--- src/rtl/uart_tx_serializer.sv ---
// Transmit serializer: pops bytes from a fall-through TX FIFO and frames them
// (start, 5..8 data bits LSB first, optional parity, 1/1.5/2 stop) on a 16x baud strobe.
module uart_tx_serializer #(
  parameter int OVERSAMPLE = 16
) (
  input  logic       clk,
  input  logic       rst_n,
  input  logic       baud_tick,
  input  logic [7:0] lcr,
  input  logic       fifo_empty,
  input  logic [7:0] fifo_rdata,
  output logic       fifo_rd,
  output logic       tx_o,
  output logic       thre_o,
  output logic       temt_o
);

  localparam int TW = $clog2(2 * OVERSAMPLE);
  localparam logic [TW-1:0] BIT_LAST       = TW'(OVERSAMPLE - 1);
  localparam logic [TW-1:0] STOP_HALF_LAST = TW'(OVERSAMPLE + OVERSAMPLE / 2 - 1);
  localparam logic [TW-1:0] STOP_TWO_LAST  = TW'(2 * OVERSAMPLE - 1);

  typedef enum logic [2:0] {IDLE, START, DATA, PARITY, STOP} state_t;

  // LCR layout: [1:0] wls, [2] stb, [3] pen, [4] eps, [5] stick parity, [6] set break
  logic [1:0] lcr_wls;
  logic       lcr_set_break;
  assign lcr_wls       = lcr[1:0];
  assign lcr_set_break = lcr[6];

  state_t         state_reg, state_next;
  logic [TW-1:0]  tick_cnt_reg, tick_cnt_next;
  logic [2:0]     bit_cnt_reg, bit_cnt_next;
  logic [7:0]     data_reg, data_next;
  logic [1:0]     wls_reg, wls_next;
  logic           stb_reg, stb_next;
  logic           pen_reg, pen_next;
  logic           eps_reg, eps_next;
  logic           stick_reg, stick_next;
  logic           tx_reg, tx_next;
  logic           thre_reg;
  logic           temt_reg;

  logic           pop;
  logic           last_tick;
  logic [TW-1:0]  cur_last;
  logic [2:0]     bit_last;
  logic [7:0]     data_mask;
  logic           parity_bit;
  logic           line_level;

  assign bit_last = 3'd4 + 3'(wls_reg);

  // Mask off the unused upper bits of the latched byte for parity.
  generate
    for (genvar gi = 0; gi < 8; gi++) begin : g_mask
      assign data_mask[gi] = (3'(gi) <= bit_last);
    end
  endgenerate

  always_comb begin
    parity_bit = 1'b0;
    if (stick_reg) begin
      parity_bit = ~eps_reg;
    end else if (eps_reg) begin
      parity_bit = ^(data_reg & data_mask);
    end else begin
      parity_bit = ~(^(data_reg & data_mask));
    end
  end

  always_comb begin
    cur_last = BIT_LAST;
    if (state_reg == STOP && stb_reg) begin
      cur_last = (wls_reg == 2'b00) ? STOP_HALF_LAST : STOP_TWO_LAST;
    end
  end

  assign last_tick = baud_tick && (tick_cnt_reg == cur_last);

  always_comb begin
    state_next    = state_reg;
    tick_cnt_next = tick_cnt_reg;
    bit_cnt_next  = bit_cnt_reg;
    data_next     = data_reg;
    wls_next      = wls_reg;
    stb_next      = stb_reg;
    pen_next      = pen_reg;
    eps_next      = eps_reg;
    stick_next    = stick_reg;
    pop           = 1'b0;
    line_level    = 1'b1;
    tx_next       = 1'b1;

    if (baud_tick && state_reg != IDLE) begin
      tick_cnt_next = last_tick ? '0 : tick_cnt_reg + 1'b1;
    end

    case (state_reg)
      IDLE: begin
        if (baud_tick && !fifo_empty) begin
          pop           = 1'b1;
          state_next    = START;
          tick_cnt_next = '0;
        end
      end
      START: begin
        if (last_tick) begin
          state_next   = DATA;
          bit_cnt_next = '0;
        end
      end
      DATA: begin
        if (last_tick) begin
          if (bit_cnt_reg == bit_last) begin
            bit_cnt_next = '0;
            state_next   = pen_reg ? PARITY : STOP;
          end else begin
            bit_cnt_next = bit_cnt_reg + 1'b1;
          end
        end
      end
      PARITY: begin
        if (last_tick) begin
          state_next = STOP;
        end
      end
      STOP: begin
        if (last_tick) begin
          // Chain straight into the next frame's start bit when data is waiting.
          if (!fifo_empty) begin
            pop        = 1'b1;
            state_next = START;
          end else begin
            state_next = IDLE;
          end
        end
      end
      default: begin
        state_next = IDLE;
      end
    endcase

    if (pop) begin
      data_next  = fifo_rdata;
      wls_next   = lcr_wls;
      stb_next   = lcr[2];
      pen_next   = lcr[3];
      eps_next   = lcr[4];
      stick_next = lcr[5];
    end

    case (state_next)
      START:   line_level = 1'b0;
      DATA:    line_level = data_next[bit_cnt_next];
      PARITY:  line_level = parity_bit;
      default: line_level = 1'b1;
    endcase

    tx_next = lcr_set_break ? 1'b0 : line_level;
  end

  always_ff @(posedge clk or negedge rst_n) begin
    if (!rst_n) begin
      state_reg    <= IDLE;
      tick_cnt_reg <= '0;
      bit_cnt_reg  <= '0;
      data_reg     <= '0;
      wls_reg      <= '0;
      stb_reg      <= 1'b0;
      pen_reg      <= 1'b0;
      eps_reg      <= 1'b0;
      stick_reg    <= 1'b0;
      tx_reg       <= 1'b1;
      thre_reg     <= 1'b1;
      temt_reg     <= 1'b1;
    end else begin
      state_reg    <= state_next;
      tick_cnt_reg <= tick_cnt_next;
      bit_cnt_reg  <= bit_cnt_next;
      data_reg     <= data_next;
      wls_reg      <= wls_next;
      stb_reg      <= stb_next;
      pen_reg      <= pen_next;
      eps_reg      <= eps_next;
      stick_reg    <= stick_next;
      tx_reg       <= tx_next;
      thre_reg     <= fifo_empty;
      temt_reg     <= (state_reg == IDLE) && fifo_empty;
    end
  end

  // Pop is combinational with the latch cycle; held off while reset is asserted.
  assign fifo_rd = pop && rst_n;
  assign tx_o    = tx_reg;
  assign thre_o  = thre_reg;
  assign temt_o  = temt_reg;

endmodule

--- config.mk ---
export PLATFORM = sky130hd
export DESIGN_NAME = uart_tx_serializer
export DESIGN_NICKNAME = d
export VERILOG_FILES = /design/src/rtl/uart_tx_serializer.sv
export SDC_FILE = /design/constraint.sdc
export NUM_CORES = 1
export LEC_CHECK = 0
export BUFFER_PORTS_ARGS = -buffer_cell sky130_fd_sc_hd__buf_2
export CAP_MARGIN = 5
export CELL_PAD_IN_SITES_DETAIL_PLACEMENT = 0
export CELL_PAD_IN_SITES_GLOBAL_PLACEMENT = 1
export CORE_MARGIN = 3
export CORE_UTILIZATION = 25
export CTS_CLUSTER_SIZE = 14
export DETAILED_ROUTE_END_ITERATION = 16
export HOLD_SLACK_MARGIN = 0.02
export PLACE_DENSITY = 0.56
export SLEW_MARGIN = 25
export SYNTH_ARGS = -nofsm -noshare
export SYNTH_HDL_FRONTEND = slang
export SYNTH_SLANG_ARGS = --single-unit
--- constraint.sdc ---
create_clock -name clk -period 5.35 [get_ports clk]
set_clock_uncertainty 0.05 [all_clocks]
set_input_delay 0 -clock clk [delete_from_list [all_inputs] [get_ports clk]]
set_output_delay 0 -clock clk [all_outputs]
set_load 0.05 [all_outputs]
After elaboration in Yosys (flattened, before gate mapping)

Index checks and enable logic that the tools add are counted.

Add/subtract/negate cells: 3
$lt $le $gt $ge: 9
Eq/ne operators: 9
Muxes and demuxes: 30
Bitwise logic cells: 3
Reduce and logical (&&, ||, !) cells: 11

Operators with widths:

| cell                                                          | number |
|---|---|
| two-way mux 3 bit                                             | 10 |
| two-way mux 5 bit                                             | 5 |
| one-hot mux 3 bit (5 select lines)                            | 1 |
| == test 3 x 2 -> 1 bit, second input constant                 | 4 |
| less-or-equal comparator 3 bit, first input constant          | 4 |
| AND 8 bit                                                     | 1 |
| two-way mux 1 bit                                             | 8 |
| two-way mux 8 bit                                             | 1 |
| parity 8 bit                                                  | 1 |
| == test 3 x 1 -> 1 bit, second input constant                 | 2 |
| less-or-equal comparator 1 x 3 -> 1 bit, first input constant | 2 |
| less-or-equal comparator 2 x 3 -> 1 bit, first input constant | 2 |
| logical AND 1 bit                                             | 6 |
| one-hot mux 3 bit (2 select lines)                            | 1 |
| adder 5 x 1 -> 5 bit, second input constant                   | 1 |
| == test 5 bit                                                 | 1 |
| < comparator 3 x 4 -> 1 bit, second input constant            | 1 |
| two-way mux 4 bit                                             | 1 |
| adder 3 x 1 -> 3 bit, second input constant                   | 1 |
| adder 3 x 2 -> 3 bit, first input constant                    | 1 |
| binary-select mux 1 bit (select 3 bit)                        | 1 |
| == test 3 bit                                                 | 1 |
| == test 3 bit, second input constant                          | 1 |
| zero test 3 bit                                               | 1 |
| other kinds (6)                                               | 7 |

Flip-flop bits (word level): 28
Bits of input ports: 20
Output and inout port bits: 4
Word-level logic and storage cells: 77

Depth between registers and ports, before layout

Gate-level depths: netlist (run 1).

Word-level depth: 12
Gate-level depth with buffers: 8

Worst setup path before layout (run 1)

Ideal clock, no wire load.

Kind: register to register
Start: reg state_reg[1]
End: reg tx_reg, in the netlist tx_o
Library setup time: 0.091 ns
Data arrival time: 2.450 ns
Slack: 2.759 ns
Cell stages (with the launch flop): 9
Path through: dfrtp_1 -> buf_4 -> and4bb_4 -> mux2_4 -> a2111o_1 -> nand2_1 -> mux4_2 -> a2111oi_2 -> a211oi_2

RTL lines:

| element                                     | RTL line | source |
|---|---|---|
| from (decl)                                 | 31       | `state_t state_reg, state_next;` |
| from (signal assigned)                      | 178      | `state_reg <= state_next;` |
| == test 3 bit                               | 74       | `if (state_reg == STOP && stb_reg) begin` |
| logical AND 1 bit                           | 74       |  |
| two-way mux 5 bit                           | 74       |  |
| == test 5 bit                               | 79       | `assign last_tick = baud_tick && (tick_cnt_reg == cur_last);` |
| logical AND 1 bit                           | 79       |  |
| two-way mux 3 bit, on equally long branches | 114, 108 |  |
| one-hot mux 3 bit (2 select lines) *        | 99       | `case (state_reg)` |
| via bit_cnt_next[0]                         | 33       | `logic [2:0] bit_cnt_reg, bit_cnt_next;` |
| binary-select mux 1 bit (select 3 bit) *    | 155      | `DATA: line_level = data_next[bit_cnt_next];` |
| two-way mux 1 bit (not written as such) *   | 155      |  |
| one-hot mux 1 bit (3 select lines) *        | 153      | `case (state_next)` |
| two-way mux 1 bit *                         | 160      | `tx_next = lcr_set_break ? 1'b0 : line_level;` |
| via tx_next                                 | 40       | `logic tx_reg, tx_next;` |
| to (signal assigned)                        | 187      | `tx_reg <= tx_next;` |
| to (decl)                                   | 40       |  |

The timed path passes the listed nets; every way through them passes the cells marked *. The select of a mux whose other input is x is not followed.
A chain may end at the register's enable or synchronous reset.

Worst setup path in the final report (run 1)

Start: reg state_reg[0]
End: reg tx_reg, in the netlist tx_o

The elaborated chain is that of the path after synthesis.

==> impl_results.md, run 1 <==
* Critical Path Stages at 7
* Layout cells sized above 1 at 0.212
* Area delta synth->final at 24.8%
* CTS tree: built
* Slew Viols, Final at 0
* Routed Antenna Nets at 0
* Family with the most delay on the worst path: compound AO/OA/AOI/OAI gates
* Via density per instance at 4.79
* Starting Density at 0.260
* Largest net degree at the start of global routing at 30
* Max Cap Violations at 0
* Fmax at 0.354 GHz
* Worst-Skew Late Latency at 0.28 ns
* Drc violations at 0
* Number of hold buffers added after CTS at 18
* Worst Path Arrival at 2.98 ns
* Setup crit end kind: flop
* Mean Syn Cell Area at 10.9 um^2
* Async S/R FF share, synth at 1.00
* DRT iter0 DRCs at 75
* Worst Max-Slew Pin Slew at 1.02 ns
* First-pass GRT wire length at 6220 um
* Final setup viols at 0
* RSZ-0062 raised after global routing: false
* DR WL/cell at 13.2 um
* Cts bufs inserted at 3
* Post-CTS Setup Repair Bufs at 0
* Reg area at 704 um^2
* Core area at 6420 um^2
* Cell Rows at 29
* Filler cells at 642
* Syn_nets at 175
* Biggest area consumer among synthesized cells: dfrtp_1
* Util after Layout at 0.325
* Cell variety after synth at 56
* Post-synthesis instance total at 153
* EDFF count, synth at 0
* Slew headroom at 0.322
* Setup WS pre-CTS at 2.52 ns
* Flop2flop setup slack at 2.53 ns
* GRT Residual Overflow at 0
* Port bufs at 22
* Worst r2r dst: tx_o
* Maximum vdd drop at 0.164 mV
* CP peak stage delay at 0.51 ns
* CTS Sinks at 28
* Final setup TNS at 0 ns
* Kind of critical path: reg -> reg
* Crit-path max FO at 11
* Vias in the first global route at 1289
* DIE AREA at 7710 um^2
* Seq/Total Area, Yosys at 0.421
* Synth top area share at 0.374
* Outcome: complete, no violations
* Slowest CP cell: dfrtp_1
* Power density of the placed cells at 402 nW/um^2
* Post-layout minimum cycle time at 2.82 ns
* Number of synthesized register bits at 28
* Max reg flops at 8
* Footprint of the multi-input gates at 918 um^2
* Post-cts resize count at 0
* CTS root buf: clkbuf_8
* Fin. Hold Viols at 0
* # IOs at 24
* R2R Path Start: state_reg[0]
* GP Congestion at 0.720
* Worst R2R Path Depth at 7
* # diodes at 0
* Syn Std Cell Area at 1670 um^2
* Die height at 87.8 um
* Setup ws final at 2.53 ns
* Number of H-tree levels at 1
* WP buf/inv at 0
* Crit path required time at 5.51 ns
* Clk buf depth at 2
* Placed wire-length estimate at 2580 um
* Tot GR Track Use at 0.103
* Final wirelength at 3570 um
* Yosys warns at 0
* CP cell instances: and4bb_4 -> mux2_4 -> a2111o_1 -> nand2_1 -> mux4_2 -> a2111oi_2 -> a211oi_2
* Critical Path Start Type: flop
* Synth top area cells: dfrtp_1 37%, mux2_1 7.4%, dfstp_2 4.7%
* NumNets Final at 216
* Leak at 0.874 nW
* HP Class: in -> async
* Die span in x at 87.8 um
* Clock-pin slew on the worst setup and hold paths at 0.10 ns
* Top_reg_cell synth: dfrtp_1
* Vias at 1294
* Crit path from: state_reg[0]
* Part of the cycle the worst path needs at 0.528
* Antenna violations before repair at 0
* Pre-antenna DRT Iters at 4
-- worst register-to-register path: cells and delay by family, from the launching register on --
kind / cells / cell delay (ns)
and+or+nand+nor: 2 / 0.56
DFF: 1 / 0.51
muxes: 2 / 0.69
AOI/OAI and AO/OA: 3 / 0.95
-- synth_stat cells, types with 3 or more instances --
cell type,instances
and2_1,5
a21o_1,3
nor2_1,7
nand2_1,11
xnor2_1,6
mux2_1,11
xor2_1,5
nand3_1,3
nand4_1,6
dfstp_2,3
dfrtp_1,25
o21ai_0,4
o21ai_1,3
o211ai_1,4
inv_1,6
-- layout make-up --
| type | instances | area share |
|---|---|---|
| Inverter | 6 | 0.0108 |
| Tap cell | 77 | 0.0462 |
| Timing Repair Buffer | 40 | 0.139 |
| Sequential cell | 28 | 0.338 |
| Multi-Input combinational cell | 115 | 0.440 |
| Clock buffer | 4 | 0.0264 |
-- layer usage --
layer / GRT usage / part of all wire / up-vias
met5: 0 / 0 / -
met4: 0.0418 / 0.017 / 0
met3: 0.0141 / 0.018 / 5
met2: 0.166 / 0.46 / 14
li1: - / - / 658
met1: 0.138 / 0.50 / 617
-- how the worst max path moves through the flow --
| stage | end |
|---|---|
| 6_report | tx_o |
| 5_1_grt | tx_o |
| 4_1_cts | tx_o |
| 3_5_place_dp | tx_o |
| 3_3_place_gp | tx_o |
| 2_1_floorplan | tx_o |
-- placed cells by master (no fill, tap or decap), types with 3 or more instances in the layout --
cell           count
o21ai_0            4
dfrtp_1           25
nor2_1             7
a21o_1             3
nand2_1           11
nand3_1            3
nand4_1            6
clkbuf_8           4
dlygate4sd3_1     18
xnor2_1            6
dfstp_2            3
mux2_1            11
and2_1             5
inv_1              6
o21ai_1            3
o211ai_1           4
buf_2             22
xor2_1             5
-- cells by family (layout without fill, tap and decap cells) --
group	after synthesis	in the layout	synth area share
muxes	14	14	0.102
DFF	28	28	0.421
and+or+nand+nor	47	47	0.169
xor gates and xnor gates	12	12	0.0711
adders and majority gates	2	2	0.0150
AOI/OAI and AO/OA	40	40	0.191
buffers and inverters	10	50	0.0299
-- report_power, final --
part	switching, W	internal, W
clock network	0.0000687	0.0000660
logic	0.000153	0.000182
registers	0.0000814	0.000287
-- metrics by stage --
| step | std cells | instance area [um^2] | power, W | hold slack [ns] |
|---|---|---|---|---|
| 3_3_place_gp | 248 | 1850 | 0.000701 | 0.0332 |
| 4_1_cts | 270 | 2090 | 0.000853 | 0.258 |
| 2_1_floorplan | 153 | 1670 | 0.000634 | -0.346 |
| 5_1_grt | 270 | 2090 | 0.000904 | 0.287 |
| 3_5_place_dp | 248 | 1850 | 0.000704 | 0.0272 |
| 6_report | 270 | 2090 | 0.000838 | 0.226 |
(Power assumes the default switching activity.)
==> run 2: changes to the inputs <==
==> constraint.sdc (replaced) <==
create_clock -name clk -period 2.8 [get_ports clk]
set_clock_uncertainty 0.05 [all_clocks]
set_input_delay 0 -clock clk [delete_from_list [all_inputs] [get_ports clk]]
set_output_delay 0 -clock clk [all_outputs]
set_load 0.05 [all_outputs]
==> run 2 against run 1 <==
Via count increased by 3.2%. Clock power increased by 87%. Global-route usage increased by 0.40 points. Core utilization increased by 1.0 points. Design area increased by 3.1%. Combinational power increased by 110%. Register-to-register slack got worse by 2.4 ns. First-iteration DRC count decreased by 13%. Sequential share of layout area decreased by 1.0 points. Clock-buffer cell count unchanged. Non-clock buffer count increased by 9. Worst setup slack got worse by 2.4 ns. Critical endpoint unchanged. Largest cell class unchanged.
==> impl_results.md, run 2 (synthesis gave the netlist of run 1 again) <==
* P_int at 0.00105 W (was 0.000535 W)
* Sequential power share at 0.422 (was 0.440)
* Routed Antenna Nets at 0 (unchanged)
* Placed Instances at 258 (was 248)
* CTS root buf: clkbuf_8 (unchanged)
* GP Congestion at 0.725 (was 0.720)
* Crit-path max FO at 6 (was 11)
* Drc violations at 0 (unchanged)
* Post-layout minimum cycle time at 2.65 ns (was 2.82 ns)
* Die span in x at 87.8 um (unchanged)
* CTS Sinks at 28 (unchanged)
* GRT Residual Overflow at 0 (unchanged)
* Setup crit end kind: flop (unchanged)
* Max reg flops at 8 (unchanged)
* Switching Fraction at 0.359 (was 0.361)
* Net Sw Power at 0.000586 W (was 0.000303 W)
* Fin. Hold Viols at 0 (unchanged)
* Critical Path Start Type: flop (unchanged)
* Vias at 1336 (was 1294)
* Leak at 0.919 nW (was 0.874 nW)
* Placed wire-length estimate at 2850 um (was 2580 um)
* Final wirelength at 3740 um (was 3570 um)
* DIE AREA at 7710 um^2 (unchanged)
* Hold Slack at 0.0355 ns (was 0.226 ns)
* Power density of the placed cells at 760 nW/um^2 (was 402 nW/um^2)
* Post-cts resize count at 0 (unchanged)
* Crit path required time at 2.95 ns (was 5.51 ns)
* Family with the most delay on the worst path: compound AO/OA/AOI/OAI gates (unchanged)
* Worst Path Arrival at 2.80 ns (was 2.98 ns)
* Critical Path Stages at 7 (unchanged)
* Clk buf depth at 2 (unchanged)
* Final setup TNS at 0 ns (unchanged)
* Cts bufs inserted at 3 (unchanged)
* Post-CTS Setup Repair Bufs at 0 (unchanged)
* Worst Max-Slew Pin Slew at 0.646 ns (was 1.02 ns)
* Via density per instance at 4.79 (about the same)
* DR WL/cell at 13.4 um (was 13.2 um)
* Worst R2R Path Depth at 7 (unchanged)
* Die height at 87.8 um (unchanged)
* Starting Density at 0.260 (unchanged)
* Pre-antenna DRT Iters at 4 (unchanged)
* Clk pwr share at 0.154 (was 0.161)
* Number of H-tree levels at 1 (unchanged)
* Slowest CP cell: a2111o_1 (was dfrtp_1)
* Layout cells sized above 1 at 0.252 (was 0.212)
* # diodes at 0 (unchanged)
* Tot GR Track Use at 0.107 (was 0.103)
* # IOs at 24 (unchanged)
* Fmax at 0.378 GHz (was 0.354 GHz)
* HP Class: in -> reg (was in -> async)
* Hold Path Depth at 3
* Non-filler cells, final at 279 (was 270)
* Clock-pin slew on the worst setup and hold paths at 0.10 ns (about the same)
* CP cell instances: and4bb_4 -> mux2_4 -> a2111o_1 -> nand2_1 -> mux4_2 -> a2111oi_2 -> a211oi_2 (unchanged)
* Worst-Skew Late Latency at 0.27 ns (was 0.28 ns)
* Kind of critical path: reg -> reg (unchanged)
* Antenna violations before repair at 0 (unchanged)
* WP buf/inv at 0 (unchanged)
* Area delta synth->final at 28.6% (was 24.8%)
* Part of the cycle the worst path needs at 0.945 (was 0.528)
* Util after Layout at 0.335 (was 0.325)
* CTS tree: built (unchanged)
* Slew headroom at 0.569 (was 0.322)
* Cell Rows at 29 (unchanged)
* RSZ-0062 raised after global routing: false (unchanged)
* First-pass GRT wire length at 6580 um (was 6220 um)
* DRT iter0 DRCs at 65 (was 75)
* Most common cell after layout, fill and taps aside: dfrtp_1 (unchanged)
* Slew Viols, Final at 0 (unchanged)
* Vias in the first global route at 1348 (was 1289)
* Combinational Power Share at 0.424 (was 0.400)
* Largest net degree at the start of global routing at 30 (unchanged)
* Filler cells at 644 (was 642)
* Commonest cells after routing, fill and taps aside: 25 x dfrtp_1, 22 x buf_2, 17 x dlygate4sd3_1, 11 x nand2_1, 11 x mux2_1 (was 25 x dfrtp_1, 22 x buf_2, 18 x dlygate4sd3_1, 11 x nand2_1, 11 x mux2_1)
* Maximum vdd drop at 0.370 mV (was 0.164 mV)
* CP peak stage delay at 0.47 ns (was 0.51 ns)
* Max Cap Violations at 0 (unchanged)
* NumNets Final at 225 (was 216)
* Core area at 6420 um^2 (unchanged)
* Port bufs at 22 (unchanged)
* Outcome: complete, no violations (unchanged)
* Final setup viols at 0 (unchanged)
* Flop2flop setup slack at 0.15 ns (was 2.53 ns)
run 2: cell count changes in the layout (fill, tap and decap cells not counted), sizes merged:
cell | before | now
dlygate4sd3 | 18 | 17
buf | 22 | 32
run 2: metal layers:
layer / vias up / GRT usage / routed length (um)
li1: 672 / - / -
met1: 647 / 0.148 / 1880
met2: 15 / 0.175 / 1750
met3: 2 / 0.0141 / 73
met4: 0 / 0.0293 / 29
met5: - / 0 / 0
run 2: metrics by stage:
step | total power [W] | area (um^2) | setup WS (ns)
after floorplan | 0.00121 | 1670 | 0.209
after detailed placement | 0.00138 | 1930 | 0.182
after global placement | 0.00138 | 1930 | 0.198
after CTS | 0.00166 | 2150 | 0.151
after global routing | 0.00177 | 2150 | 0.0281
final | 0.00164 | 2150 | 0.154
run 2: final cells by class:
cell class | instances | area, um^2 | share of cell area
Multi-Input combinational cell | 115 | 918 | 0.427
Timing Repair Buffer | 49 | 355 | 0.165
Inverter | 6 | 22.5 | 0.0105
Tap cell | 77 | 96.3 | 0.0448
Sequential cell | 28 | 704 | 0.327
Clock buffer | 4 | 55.1 | 0.0256
run 2: path summary, 6_finish.rpt:
check / startpoint / endpoint
min in group asynchronous: rst_n / data_reg[5]
worst max-delay path: state_reg[0] / tx_o
worst min register to register: eps_reg / eps_reg
worst max register to register: state_reg[0] / tx_o
max in group asynchronous: rst_n / state_reg[0]
worst min-delay path: baud_tick / tick_cnt_reg[1]
run 2: timing repair:
action	4_1_cts	5_1_grt
endpoints found under the hold margin	42	0
endpoints found under the setup margin	0	0
hold buffers	17	0
run 2: power by group through the flow:
stage	Clock [W]	Combinational, W	Sequential, W
2_1_floorplan	0	0.000535	0.000677
3_3_place_gp	0	0.000683	0.000696
3_5_place_dp	0	0.000679	0.000697
4_1_cts	0.000266	0.000701	0.000690
5_1_grt	0.000280	0.000781	0.000711
6_report	0.000252	0.000694	0.000690
run 2: worst min-delay path, stage by stage:
cell and delay, ns:
buf_2 0.14, nand2b_1 0.08, a22o_1 0.11
==> run 3: changes to the inputs <==
--- a/config.mk
+++ b/config.mk
@@ -15,6 +15,7 @@
 export DETAILED_ROUTE_END_ITERATION = 16
 export HOLD_SLACK_MARGIN = 0.02
 export PLACE_DENSITY = 0.56
+export REMOVE_ABC_BUFFERS = 1
 export SLEW_MARGIN = 25
 export SYNTH_ARGS = -nofsm -noshare
 export SYNTH_HDL_FRONTEND = slang
==> run 3 against run 2 <==
Worst setup slack gained 0.041 ns. Total power is 0.45% higher. Clock-buffer cell count is the same. Sequential share of layout area is 0.19 points lower. Flip-flop and latch count unchanged. Clock power increased by 2%. Global-route usage grew 0.55 points. Routed wire length is 3.2% higher. Critical path depth stayed put. Final cell count grew 0.36%. Sequential power hardly changed. Combinational power is essentially flat. Critical endpoint unchanged. Largest power group unchanged. Highest routed layer unchanged.
==> impl_results.md, run 3 (synthesis gave the netlist of run 1 again) <==
* Largest net degree at the start of global routing at 30 (unchanged)
* Number of H-tree levels at 1 (unchanged)
* Cell Rows at 29 (unchanged)
* Worst-Skew Late Latency at 0.28 ns (was 0.27 ns)
* Max Cap Violations at 0 (unchanged)
* R2R Path Start: state_reg[2] (was state_reg[0])
* Setup WS pre-CTS at 0.189 ns (was 0.182 ns)
* Via density per instance at 4.82 (was 4.79)
* Leak at 0.922 nW (was 0.919 nW)
* Slew Viols, Final at 0 (unchanged)
* Post-layout minimum cycle time at 2.61 ns (was 2.65 ns)
* Setup ws final at 0.195 ns (was 0.154 ns)
* Maximum vdd drop at 0.370 mV (about the same)
* CP cell instances: or3b_1 -> a31o_1 -> a2111o_1 -> nand2_2 -> mux4_2 -> a2111oi_2 -> a211oi_2 (was and4bb_4 -> mux2_4 -> a2111o_1 -> nand2_1 -> mux4_2 -> a2111oi_2 -> a211oi_2)
* Worst Max-Slew Pin Slew at 0.609 ns (was 0.646 ns)
* CP peak stage delay at 0.47 ns (about the same)
* RSZ-0062 raised after global routing: false (unchanged)
* CTS tree: built (unchanged)
* Routed Antenna Nets at 0 (unchanged)
* GP Congestion at 0.760 (was 0.725)
* Antenna violations before repair at 0 (unchanged)
* Pre-antenna DRT Iters at 4 (unchanged)
* Die height at 87.8 um (unchanged)
* Setup crit end kind: flop (unchanged)
* Fmax at 0.384 GHz (was 0.378 GHz)
* NumNets Final at 226 (was 225)
* Crit-path max FO at 6 (unchanged)
* Area delta synth->final at 29.4% (was 28.6%)
* Kind of critical path: reg -> reg (unchanged)
* # IOs at 24 (unchanged)
* Outcome: complete, no violations (unchanged)
* Clock-pin slew on the worst setup and hold paths at 0.10 ns (about the same)
* Die span in x at 87.8 um (unchanged)
* Tot GR Track Use at 0.112 (was 0.107)
* DIE AREA at 7710 um^2 (unchanged)
* Vias in the first global route at 1346 (was 1348)
* Util after Layout at 0.337 (was 0.335)
* Cts bufs inserted at 3 (unchanged)
* DR WL/cell at 13.8 um (was 13.4 um)
* # diodes at 0 (unchanged)
* Slew headroom at 0.589 (was 0.569)
* Layout cells sized above 1 at 0.256 (was 0.252)
* Critical Path Start Type: flop (unchanged)
* Worst Path Arrival at 2.76 ns (was 2.80 ns)
* Core area at 6420 um^2 (unchanged)
* Starting Density at 0.260 (unchanged)
* Clk buf depth at 2 (unchanged)
* Commonest cells after routing, fill and taps aside: 25 x dfrtp_1, 22 x buf_2, 18 x dlygate4sd3_1, 11 x mux2_1 (was 25 x dfrtp_1, 22 x buf_2, 17 x dlygate4sd3_1, 11 x nand2_1, 11 x mux2_1)
* Final setup viols at 0 (unchanged)
* Fin. Hold Viols at 0 (unchanged)
* Placed Instances at 258 (unchanged)
* Most common cell after layout, fill and taps aside: dfrtp_1 (unchanged)
* First-pass GRT wire length at 6820 um (was 6580 um)
* GRT Residual Overflow at 0 (unchanged)
* DRT iter0 DRCs at 64 (was 65)
* Slowest CP cell: a2111o_1 (unchanged)
* Final wirelength at 3860 um (was 3740 um)
* Crit path required time at 2.95 ns (about the same)
* Port bufs at 22 (unchanged)
* Power density of the placed cells at 759 nW/um^2 (was 760 nW/um^2)
* Drc violations at 0 (unchanged)
* CTS root buf: clkbuf_8 (unchanged)
* Non-filler cells, final at 280 (was 279)
* Crit path from: state_reg[2] (was state_reg[0])
* Vias at 1349 (was 1336)
* CTS Sinks at 28 (unchanged)
* HP Class: in -> async (was in -> reg)
* Part of the cycle the worst path needs at 0.930 (was 0.945)
* Final setup TNS at 0 ns (unchanged)
* Placed wire-length estimate at 2860 um (was 2850 um)
* Max reg flops at 8 (unchanged)
[run 3: changes by cell type in the layout (fill, tap and decap cells not counted)]
cell,before,now
dlygate4sd3_1,17,18
nand2_1,11,10
nand2_2,0,1
[run 3: per-layer routing]
metal / share of wire / GRT usage / vias up
li1: - / - / 678
met1: 0.50 / 0.159 / 643
met2: 0.47 / 0.179 / 23
met3: 0.019 / 0.0113 / 5
met4: 0.015 / 0.0377 / 0
met5: 0 / 0 / -
[run 3: power breakdown]
part	internal, W	switching (W)
Combinational	0.000369	0.000324
Clock	0.000126	0.000132
Sequential	0.000549	0.000144
[run 3: path summary, 6_finish.rpt]
| check | endpoint | slack (ns) | cells past startpoint |
|---|---|---|---|
| hold reg to reg | eps_reg | 0.47 | 1 |
| hold / removal | eps_reg | 0.20 | 3 |
| max in group asynchronous | thre_o | 2.18 | 3 |
| min in group clk | thre_o | 0.34 | 2 |
| setup reg to reg | tx_o | 0.19 | 7 |
| setup / recovery | tx_o | 0.19 | 7 |
[run 3: timing repair]
item,CTS,global route
setup endpoints to repair,0,1
gates resized for setup,0,1
hold buffers,18,0
endpoints found under the hold margin,46,0
buffers inserted,0,0
[run 3: area by class of cell]
type / instances / area, um^2
clock buffers: 4 / 55.1
fillers: 640 / 4260
inverters: 6 / 22.5
multi-input cells: 115 / 921
flip-flops and latches: 28 / 704
well taps: 77 / 96.3
repair buffers: 50 / 365
[run 3: stage by stage]
stage / hold slack (ns) / power [W] / cell area, um^2
after detailed placement: -0.0108 / 0.00138 / 1930
final: 0.201 / 0.00164 / 2160
after global routing: 0.261 / 0.00179 / 2160
after floorplan: -0.346 / 0.00119 / 1650
after CTS: 0.209 / 0.00167 / 2160
after global placement: -0.0135 / 0.00138 / 1930
[run 3: critical path, delay by kind of cell (launching register included)]
kind               cells  cell delay, ns
muxes                  1            0.31
AOI/OAI and AO/OA      4            1.17
and+or+nand+nor        2            0.55
DFF                    1            0.45
